`src/rtl/gem_pkg.sv`:
```
// Shared definitions for the GEM cluster to eighth-strip sequencer: cluster word layout,
// table sizes, ROM timing and the sequencer state/tag types.
package gem_pkg;

  localparam int unsigned MXCLUSTERS = 8;
  localparam int unsigned IDX_W      = 3;
  localparam int unsigned MXADRB     = 8;
  localparam int unsigned MXDATB     = 10;
  localparam int unsigned MXPADS     = 192;
  localparam int unsigned ROM_LAT    = 1;

  localparam int unsigned PAD_LSB  = 0;
  localparam int unsigned PAD_MSB  = 7;
  localparam int unsigned ROLL_LSB = 8;
  localparam int unsigned ROLL_MSB = 10;
  localparam int unsigned SIZE_LSB = 11;
  localparam int unsigned SIZE_MSB = 13;
  localparam int unsigned CLST_W   = 14;

  localparam int unsigned DRAIN_W = 2;

  localparam logic [MXADRB-1:0]  PAD_LAST   = MXADRB'(MXPADS - 1);
  localparam logic [IDX_W-1:0]   IDX_LAST   = IDX_W'(MXCLUSTERS - 1);
  localparam logic [DRAIN_W-1:0] DRAIN_LAST = DRAIN_W'(ROM_LAT);

  typedef enum logic [1:0] {
    StIdle,
    StScan,
    StDrain,
    StDone
  } state_e;

  // Travels alongside each ROM address; live marks a real issue slot.
  typedef struct packed {
    logic             live;
    logic [IDX_W-1:0] idx;
    logic             valid;
  } tag_t;

endpackage

```
`src/rtl/gem_cluster_edge.sv`:
```
// Decodes one cluster word into first/last pad ROM addresses, clipping the last pad to the
// final valid pad and flagging empty clusters.
module gem_cluster_edge
  import gem_pkg::*;
(
  input  logic [CLST_W-1:0] cluster,
  output logic [MXADRB-1:0] first_pad,
  output logic [MXADRB-1:0] last_pad,
  output logic              valid
);

  logic [MXADRB-1:0] pad;
  logic [2:0]        size;
  logic [MXADRB:0]   sum;
  logic              unused_roll;

  assign pad         = cluster[PAD_MSB:PAD_LSB];
  assign size        = cluster[SIZE_MSB:SIZE_LSB];
  assign unused_roll = ^cluster[ROLL_MSB:ROLL_LSB];

  always_comb begin
    valid     = (pad <= PAD_LAST);
    sum       = {1'b0, pad} + (MXADRB + 1)'(size);
    first_pad = '0;
    last_pad  = '0;
    if (valid) begin
      first_pad = pad;
      last_pad  = (sum > {1'b0, PAD_LAST}) ? PAD_LAST : sum[MXADRB-1:0];
    end
  end

endmodule

```
`src/rtl/gem_cluster_es_seq.sv`:
```
// Walks a latched set of GEM clusters through the dual-port pad-to-ES ROM and publishes a
// double-buffered per-cluster min/max eighth-strip window set.
module gem_cluster_es_seq
  import gem_pkg::*;
(
  input  logic                         clock,
  input  logic                         global_reset,
  input  logic                         clst_start,
  input  logic [CLST_W*MXCLUSTERS-1:0] clst_in,
  output logic [MXADRB-1:0]            rom_adr0,
  output logic [MXADRB-1:0]            rom_adr1,
  input  logic [MXDATB-1:0]            rom_rd0,
  input  logic [MXDATB-1:0]            rom_rd1,
  output logic                         busy,
  output logic                         es_done,
  output logic [MXCLUSTERS-1:0]        es_vld,
  output logic [MXDATB*MXCLUSTERS-1:0] es_lo,
  output logic [MXDATB*MXCLUSTERS-1:0] es_hi,
  output logic                         start_lost
);

  state_e               state_q, state_d;
  logic [IDX_W-1:0]     idx_q, idx_d;
  logic [DRAIN_W-1:0]   drain_q, drain_d;
  logic                 load_out;
  logic                 start_lost_q;
  logic [CLST_W-1:0]    clst_q [MXCLUSTERS];

  logic [MXADRB-1:0]    edge_first, edge_last;
  logic                 edge_valid;
  logic                 issue;
  tag_t                 new_tag, cap;
  tag_t                 tag_q [ROM_LAT+1];
  logic [MXDATB-1:0]    cap_lo, cap_hi;

  logic [MXDATB-1:0]    work_lo_q [MXCLUSTERS];
  logic [MXDATB-1:0]    work_hi_q [MXCLUSTERS];
  logic [MXDATB-1:0]    work_lo_d [MXCLUSTERS];
  logic [MXDATB-1:0]    work_hi_d [MXCLUSTERS];
  logic [MXCLUSTERS-1:0] work_vld_q, work_vld_d;
  logic [MXDATB-1:0]    out_lo_q [MXCLUSTERS];
  logic [MXDATB-1:0]    out_hi_q [MXCLUSTERS];
  logic [MXCLUSTERS-1:0] out_vld_q;

  always_comb begin
    state_d  = state_q;
    idx_d    = idx_q;
    drain_d  = drain_q;
    load_out = 1'b0;
    unique case (state_q)
      StIdle: begin
        if (clst_start) begin
          state_d = StScan;
          idx_d   = '0;
        end
      end
      StScan: begin
        idx_d = idx_q + IDX_W'(1);
        if (idx_q == IDX_LAST) begin
          state_d = StDrain;
          drain_d = '0;
        end
      end
      StDrain: begin
        drain_d = drain_q + DRAIN_W'(1);
        if (drain_q == DRAIN_LAST) begin
          state_d  = StDone;
          load_out = 1'b1;
        end
      end
      StDone:  state_d = StIdle;
      default: state_d = StIdle;
    endcase
  end

  always_ff @(posedge clock) begin
    if (global_reset) begin
      state_q      <= StIdle;
      idx_q        <= '0;
      drain_q      <= '0;
      start_lost_q <= 1'b0;
      clst_q       <= '{default: '0};
    end else begin
      state_q <= state_d;
      idx_q   <= idx_d;
      drain_q <= drain_d;
      if (clst_start && (state_q != StIdle)) start_lost_q <= 1'b1;
      if (clst_start && (state_q == StIdle)) begin
        for (int i = 0; i < MXCLUSTERS; i++) clst_q[i] <= clst_in[i*CLST_W +: CLST_W];
      end
    end
  end

  gem_cluster_edge u_edge (
    .cluster   (clst_q[idx_q]),
    .first_pad (edge_first),
    .last_pad  (edge_last),
    .valid     (edge_valid)
  );

  assign issue = (state_q == StScan);

  always_comb begin
    new_tag = '0;
    if (issue) begin
      new_tag.live  = 1'b1;
      new_tag.idx   = idx_q;
      new_tag.valid = edge_valid;
    end
  end

  always_ff @(posedge clock) begin
    if (global_reset) begin
      rom_adr0 <= '0;
      rom_adr1 <= '0;
      tag_q    <= '{default: '0};
    end else begin
      rom_adr0 <= issue ? edge_first : '0;
      rom_adr1 <= issue ? edge_last : '0;
      tag_q[0] <= new_tag;
      for (int unsigned i = 1; i <= ROM_LAT; i++) tag_q[i] <= tag_q[i-1];
    end
  end

  // The table is not monotonic across the ME1b/ME1a boundary, so order the two reads.
  assign cap    = tag_q[ROM_LAT];
  assign cap_lo = (rom_rd0 < rom_rd1) ? rom_rd0 : rom_rd1;
  assign cap_hi = (rom_rd0 < rom_rd1) ? rom_rd1 : rom_rd0;

  always_comb begin
    work_lo_d  = work_lo_q;
    work_hi_d  = work_hi_q;
    work_vld_d = work_vld_q;
    if (cap.live) begin
      work_lo_d[cap.idx]  = cap.valid ? cap_lo : '0;
      work_hi_d[cap.idx]  = cap.valid ? cap_hi : '0;
      work_vld_d[cap.idx] = cap.valid;
    end
  end

  // Output bank loads from the next-state working bank so the final capture is included.
  always_ff @(posedge clock) begin
    if (global_reset) begin
      work_lo_q  <= '{default: '0};
      work_hi_q  <= '{default: '0};
      work_vld_q <= '0;
      out_lo_q   <= '{default: '0};
      out_hi_q   <= '{default: '0};
      out_vld_q  <= '0;
    end else begin
      work_lo_q  <= work_lo_d;
      work_hi_q  <= work_hi_d;
      work_vld_q <= work_vld_d;
      if (load_out) begin
        out_lo_q  <= work_lo_d;
        out_hi_q  <= work_hi_d;
        out_vld_q <= work_vld_d;
      end
    end
  end

  for (genvar g = 0; g < MXCLUSTERS; g++) begin : g_out
    assign es_lo[g*MXDATB +: MXDATB] = out_lo_q[g];
    assign es_hi[g*MXDATB +: MXDATB] = out_hi_q[g];
  end

  assign es_vld     = out_vld_q;
  assign busy       = (state_q != StIdle);
  assign es_done    = (state_q == StDone);
  assign start_lost = start_lost_q;

endmodule

```
`config.mk`:
```
export PLATFORM = sky130hd
export DESIGN_NAME = gem_cluster_es_seq
export DESIGN_NICKNAME = d
export VERILOG_FILES = /design/src/rtl/gem_pkg.sv /design/src/rtl/gem_cluster_edge.sv /design/src/rtl/gem_cluster_es_seq.sv
export SDC_FILE = /design/constraint.sdc
export NUM_CORES = 1
export LEC_CHECK = 0
export CAP_MARGIN = 20
export CORE_ASPECT_RATIO = 1.25
export CORE_UTILIZATION = 56
export DETAILED_ROUTE_END_ITERATION = 7
export HOLD_SLACK_MARGIN = 0.05
export PLACE_DENSITY_LB_ADDON = 0.25
export REMOVE_ABC_BUFFERS = 1
export SYNTH_ARGS = -nofsm -noshare
export SYNTH_HDL_FRONTEND = slang
export SYNTH_HIERARCHICAL = 1
export SYNTH_SLANG_ARGS = --single-unit
export TNS_END_PERCENT = 5
```
`constraint.sdc`:
```
create_clock -name clock -period 3.6 [get_ports clock]
set_input_delay 0.36 -clock clock [delete_from_list [all_inputs] [get_ports clock]]
set_output_delay 0.36 -clock clock [all_outputs]
set_load 0.01 [all_outputs]
```
==> flow_summary.html <==
<table>
<tr><th>Metric</th><th>Value</th></tr>
<tr><th colspan="2">Timing</th></tr>
<tr><td>Final Slew Violations</td><td>0</td></tr>
<tr><td>TNS Setup</td><td>0 ns</td></tr>
<tr><td>Final hold vios</td><td>0</td></tr>
<tr><td>Share of the clock period used by the worst path after layout</td><td>90.9%</td></tr>
<tr><td>Max-slew headroom at the worst pin</td><td>29.1%</td></tr>
<tr><td>Finish-stage setup viols</td><td>0</td></tr>
<tr><td>Setup repair after global routing missed its margin</td><td>false</td></tr>
<tr><td>Post-layout minimum cycle time</td><td>3.27 ns</td></tr>
<tr><td>Highest achievable clock rate</td><td>306 MHz</td></tr>
<tr><td>Post-Route Skew</td><td>0.0254 ns</td></tr>
<tr><td>Worst Tran Pin Value</td><td>1.06 ns</td></tr>
<tr><th colspan="2">Placement</th></tr>
<tr><td>Placed cell count</td><td>3386</td></tr>
<tr><td># port buffers</td><td>297</td></tr>
<tr><td>Final Wtd Congestion</td><td>0.854</td></tr>
<tr><td>Detailed-placement wirelength estimate</td><td>50.4 mm</td></tr>
<tr><td>Cell Area, Placed</td><td>27300 sq um</td></tr>
<tr><th colspan="2">Clocking</th></tr>
<tr><td>Clock tree from TritonCTS</td><td>done</td></tr>
<tr><td>Clock buffer depth</td><td>3</td></tr>
<tr><td>Post-CTS setup buffer count</td><td>0</td></tr>
<tr><td>Root buffer cell</td><td>clkbuf_16</td></tr>
<tr><td>Number of sinks on the clock net</td><td>458</td></tr>
<tr><td>Number of instances resized during post-cts repair</td><td>0</td></tr>
<tr><td>Hold-fix buffers, CTS</td><td>0</td></tr>
<tr><td>H-tree depth reported by CTS</td><td>2</td></tr>
<tr><td>Total CTS buffers</td><td>46</td></tr>
<tr><td>Clock latency of the later-clocked register in the worst-skew pair</td><td>0.58 ns</td></tr>
<tr><td>Clock transition at the registers of the reported paths</td><td>0.06 ns</td></tr>
<tr><th colspan="2">Cells and area</th></tr>
<tr><td>Fin area</td><td>28800 sq um</td></tr>
<tr><td>Final core utilization</td><td>67.9%</td></tr>
<tr><td>Synth-to-layout area growth</td><td>18.7%</td></tr>
<tr><td>Top library cells by usage in the layout, fill and taps aside</td><td>457 x dfxtp_1, 420 x a21oi_1, 329 x mux2i_1</td></tr>
<tr><td>Non-filler instance count after layout</td><td>3469</td></tr>
<tr><td>Flip-flop and latch area</td><td>9170 sq um</td></tr>
<tr><td>Layout cell share with drive strength beyond 1</td><td>7.32%</td></tr>
<tr><td>Count of filler cells inserted in the layout</td><td>3382</td></tr>
<tr><td>Most common library cell in the layout ignoring fill and taps</td><td>dfxtp_1</td></tr>
<tr><td>Multi-input logic area</td><td>13700 sq um</td></tr>
<tr><td>Final layout net count</td><td>3030</td></tr>
<tr><th colspan="2">Routing</th></tr>
<tr><td>Final wirelength</td><td>80.6 mm</td></tr>
<tr><td>ANT nets after route</td><td>0</td></tr>
<tr><td>Per-cell via count in the routed design</td><td>6.79</td></tr>
<tr><td>Average wire per cell in the routed design</td><td>23.2 um</td></tr>
<tr><td>Initial DRT Pass Iterations</td><td>6</td></tr>
<tr><td>Vias</td><td>23500</td></tr>
<tr><td>Count of routing violations after the opening detailed-route iteration</td><td>2718</td></tr>
<tr><td>Number of design rule violations left after detail routing</td><td>0</td></tr>
<tr><th colspan="2">Setup path</th></tr>
<tr><td>R2r setup slk</td><td>0.33 ns</td></tr>
<tr><td>Reg-to-reg critical path endpoint</td><td>rom_adr1[5]$_SDFF_PP0_</td></tr>
<tr><td>Largest stage delay on the critical path</td><td>0.57 ns</td></tr>
<tr><td>Worst endpoint required time</td><td>4.05 ns</td></tr>
<tr><td>Worst reg2reg path depth</td><td>8</td></tr>
<tr><td>Kind of launch point of the worst setup path</td><td>flop</td></tr>
<tr><td>Arrival time of data at the critical path endpoint</td><td>3.73 ns</td></tr>
<tr><td>Type of the worst setup path</td><td>reg -&gt; reg</td></tr>
<tr><td>Crit path max-delay cell type</td><td>dfxtp_1</td></tr>
<tr><td>Critical-path maximum fanout</td><td>9</td></tr>
<tr><td>Critical Path End Type</td><td>flop</td></tr>
<tr><td>CP cell instances</td><td>buf_4, mux4_2, mux2_2, fa_1, a21o_2, a2111oi_1, nor3_1, and2_1</td></tr>
<tr><td>Launch point of the worst reg-to-reg path</td><td>idx_q[0]$_SDFFE_PP0P_</td></tr>
<tr><th colspan="2">Global route</th></tr>
<tr><td>Total congestion overflow</td><td>0</td></tr>
<tr><td>Gr usage total</td><td>34.9%</td></tr>
<tr><td>Vias in the first global route</td><td>22900</td></tr>
<tr><td>Global-route wire length before repair</td><td>124 mm</td></tr>
<tr><td>Largest net degree at the start of global routing</td><td>167</td></tr>
<tr><td>Number of antenna violations at the first check in global routing</td><td>2</td></tr>
<tr><th colspan="2">Synth</th></tr>
<tr><td>Count of mapped cells out of synthesis</td><td>2803</td></tr>
<tr><td>Syn. warnings</td><td>6</td></tr>
<tr><td>Synthesized area per cell</td><td>8.67 sq um</td></tr>
<tr><td>Mapped cell area</td><td>24300 sq um</td></tr>
<tr><th colspan="2">Power</th></tr>
<tr><td>Switching power</td><td>4.08 mW</td></tr>
<tr><td>Flop pwr share</td><td>41.4%</td></tr>
<tr><td>Final Power</td><td>13.2 mW</td></tr>
<tr><td>Peak supply drop</td><td>0.000357 V</td></tr>
<tr><td>Switching part of the total</td><td>30.9%</td></tr>
<tr><td>Share of power burned in the clock network</td><td>37.8%</td></tr>
<tr><td>PwrDens</td><td>459 nW/um^2</td></tr>
<tr><td>Logic pwr share</td><td>20.9%</td></tr>
<tr><td>Internal power summed over all cells</td><td>9.14 mW</td></tr>
<tr><td>Static power due to leakage</td><td>9.79 nW</td></tr>
<tr><th colspan="2">Min path</th></tr>
<tr><td>Worst-case hold path end point</td><td>work_vld_q[6]$_SDFF_PP0_</td></tr>
<tr><td>Hold Path Stages</td><td>2</td></tr>
<tr><td>Hold Path Class</td><td>in -&gt; reg</td></tr>
<tr><td>Launch point of the worst hold path</td><td>global_reset</td></tr>
<tr><th colspan="2">Run status</th></tr>
<tr><td>Run status</td><td>complete, no violations</td></tr>
<tr><th colspan="2">Floorplan</th></tr>
<tr><td>Die extent in y</td><td>235 um</td></tr>
<tr><td>Core Box Area</td><td>42500 sq um</td></tr>
<tr><td>Total I/O pin count</td><td>322</td></tr>
<tr><td>Die area</td><td>44200 sq um</td></tr>
<tr><td>Initial standard-cell utilization of the core</td><td>57.2%</td></tr>
<tr><td>Num rows</td><td>84</td></tr>
<tr><td>Die width</td><td>188 um</td></tr>
<tr><th colspan="2">Run</th></tr>
<tr><td>Max-capacitance violation count</td><td>0</td></tr>
</table>
## area by class of cell
type	count	area share (%)
tap	559	2.43
sequential	458	31.8
timing repair buffer	368	12.7
clock inverter	13	0.594
clock buffer	69	4.75
antenna	1	0.00868
inverter	18	0.260
multi-input combinational	1983	47.5
## worst max path at each step
stage | startpoint | endpoint | slack, ns | cells after the start
after floorplan | rom_rd1[3] | es_lo[0]$_SDFFE_PP0P_ | -15.70 | 6
after global placement | rom_rd1[6] | es_hi[60]$_SDFFE_PP0P_ | 0.39 | 8
after detailed placement | rom_rd1[6] | work_hi_q[71]$_SDFF_PP0_ | 0.26 | 8
after CTS | idx_q[0]$_SDFFE_PP0P_ | rom_adr1[5]$_SDFF_PP0_ | 0.29 | 8
after global routing | idx_q[0]$_SDFFE_PP0P_ | rom_adr1[5]$_SDFF_PP0_ | 0.16 | 8
final | idx_q[0]$_SDFFE_PP0P_ | rom_adr1[5]$_SDFF_PP0_ | 0.33 | 8
## critical path: cells and delay by family, from the launching register on
family / cells / cell delay [ns]
AOI/OAI and AO/OA: 2 / 0.75
buffers and inverters: 1 / 0.29
muxes: 2 / 0.81
and+or+nand+nor: 2 / 0.26
adders and majority gates: 1 / 0.48
DFF: 1 / 0.57
## routing by layer
metal	wire length, um	GRT usage, %	vias to the layer above	share of wire [%]
li1	-	-	10600	-
met1	29700	42.4	11300	37
met2	36900	54.9	1336	46
met3	8600	8.11	282	11
met4	5340	23.0	4	6.6
met5	28	0	-	0.035
## sequential cells by signal, summed over array words and instances (netlist names)
register,cells
tag_q,5
state_q,2
es_lo,80
es_hi,80
rom_adr0,8
idx_q,3
cap,5
start_lost,1
es_vld,8
clst_q,88
work_hi_q,80
drain_q,2
rom_adr1,8
work_vld_q,8
work_lo_q,80
## power groups by stage
stage / clock, mW / combinational [mW] / sequential (mW)
after global routing: 5.22 / 2.94 / 5.50
after detailed placement: 0 / 2.70 / 5.58
final: 4.99 / 2.76 / 5.47
after floorplan: 0 / 2.11 / 5.55
after global placement: 0 / 2.64 / 5.57
after CTS: 5.02 / 2.71 / 5.47
## per-stage QoR
| stage | hold WS (ns) | setup slack, ns |
|---|---|---|
| CTS | 0.174 | 0.292 |
| floorplan | 0.414 | -15.70 |
| global route | 0.203 | 0.164 |
| global placement | 0.420 | 0.389 |
| detailed placement | 0.422 | 0.265 |
| finish | 0.193 | 0.329 |
Note: power is estimated with default switching activity, not from simulation.
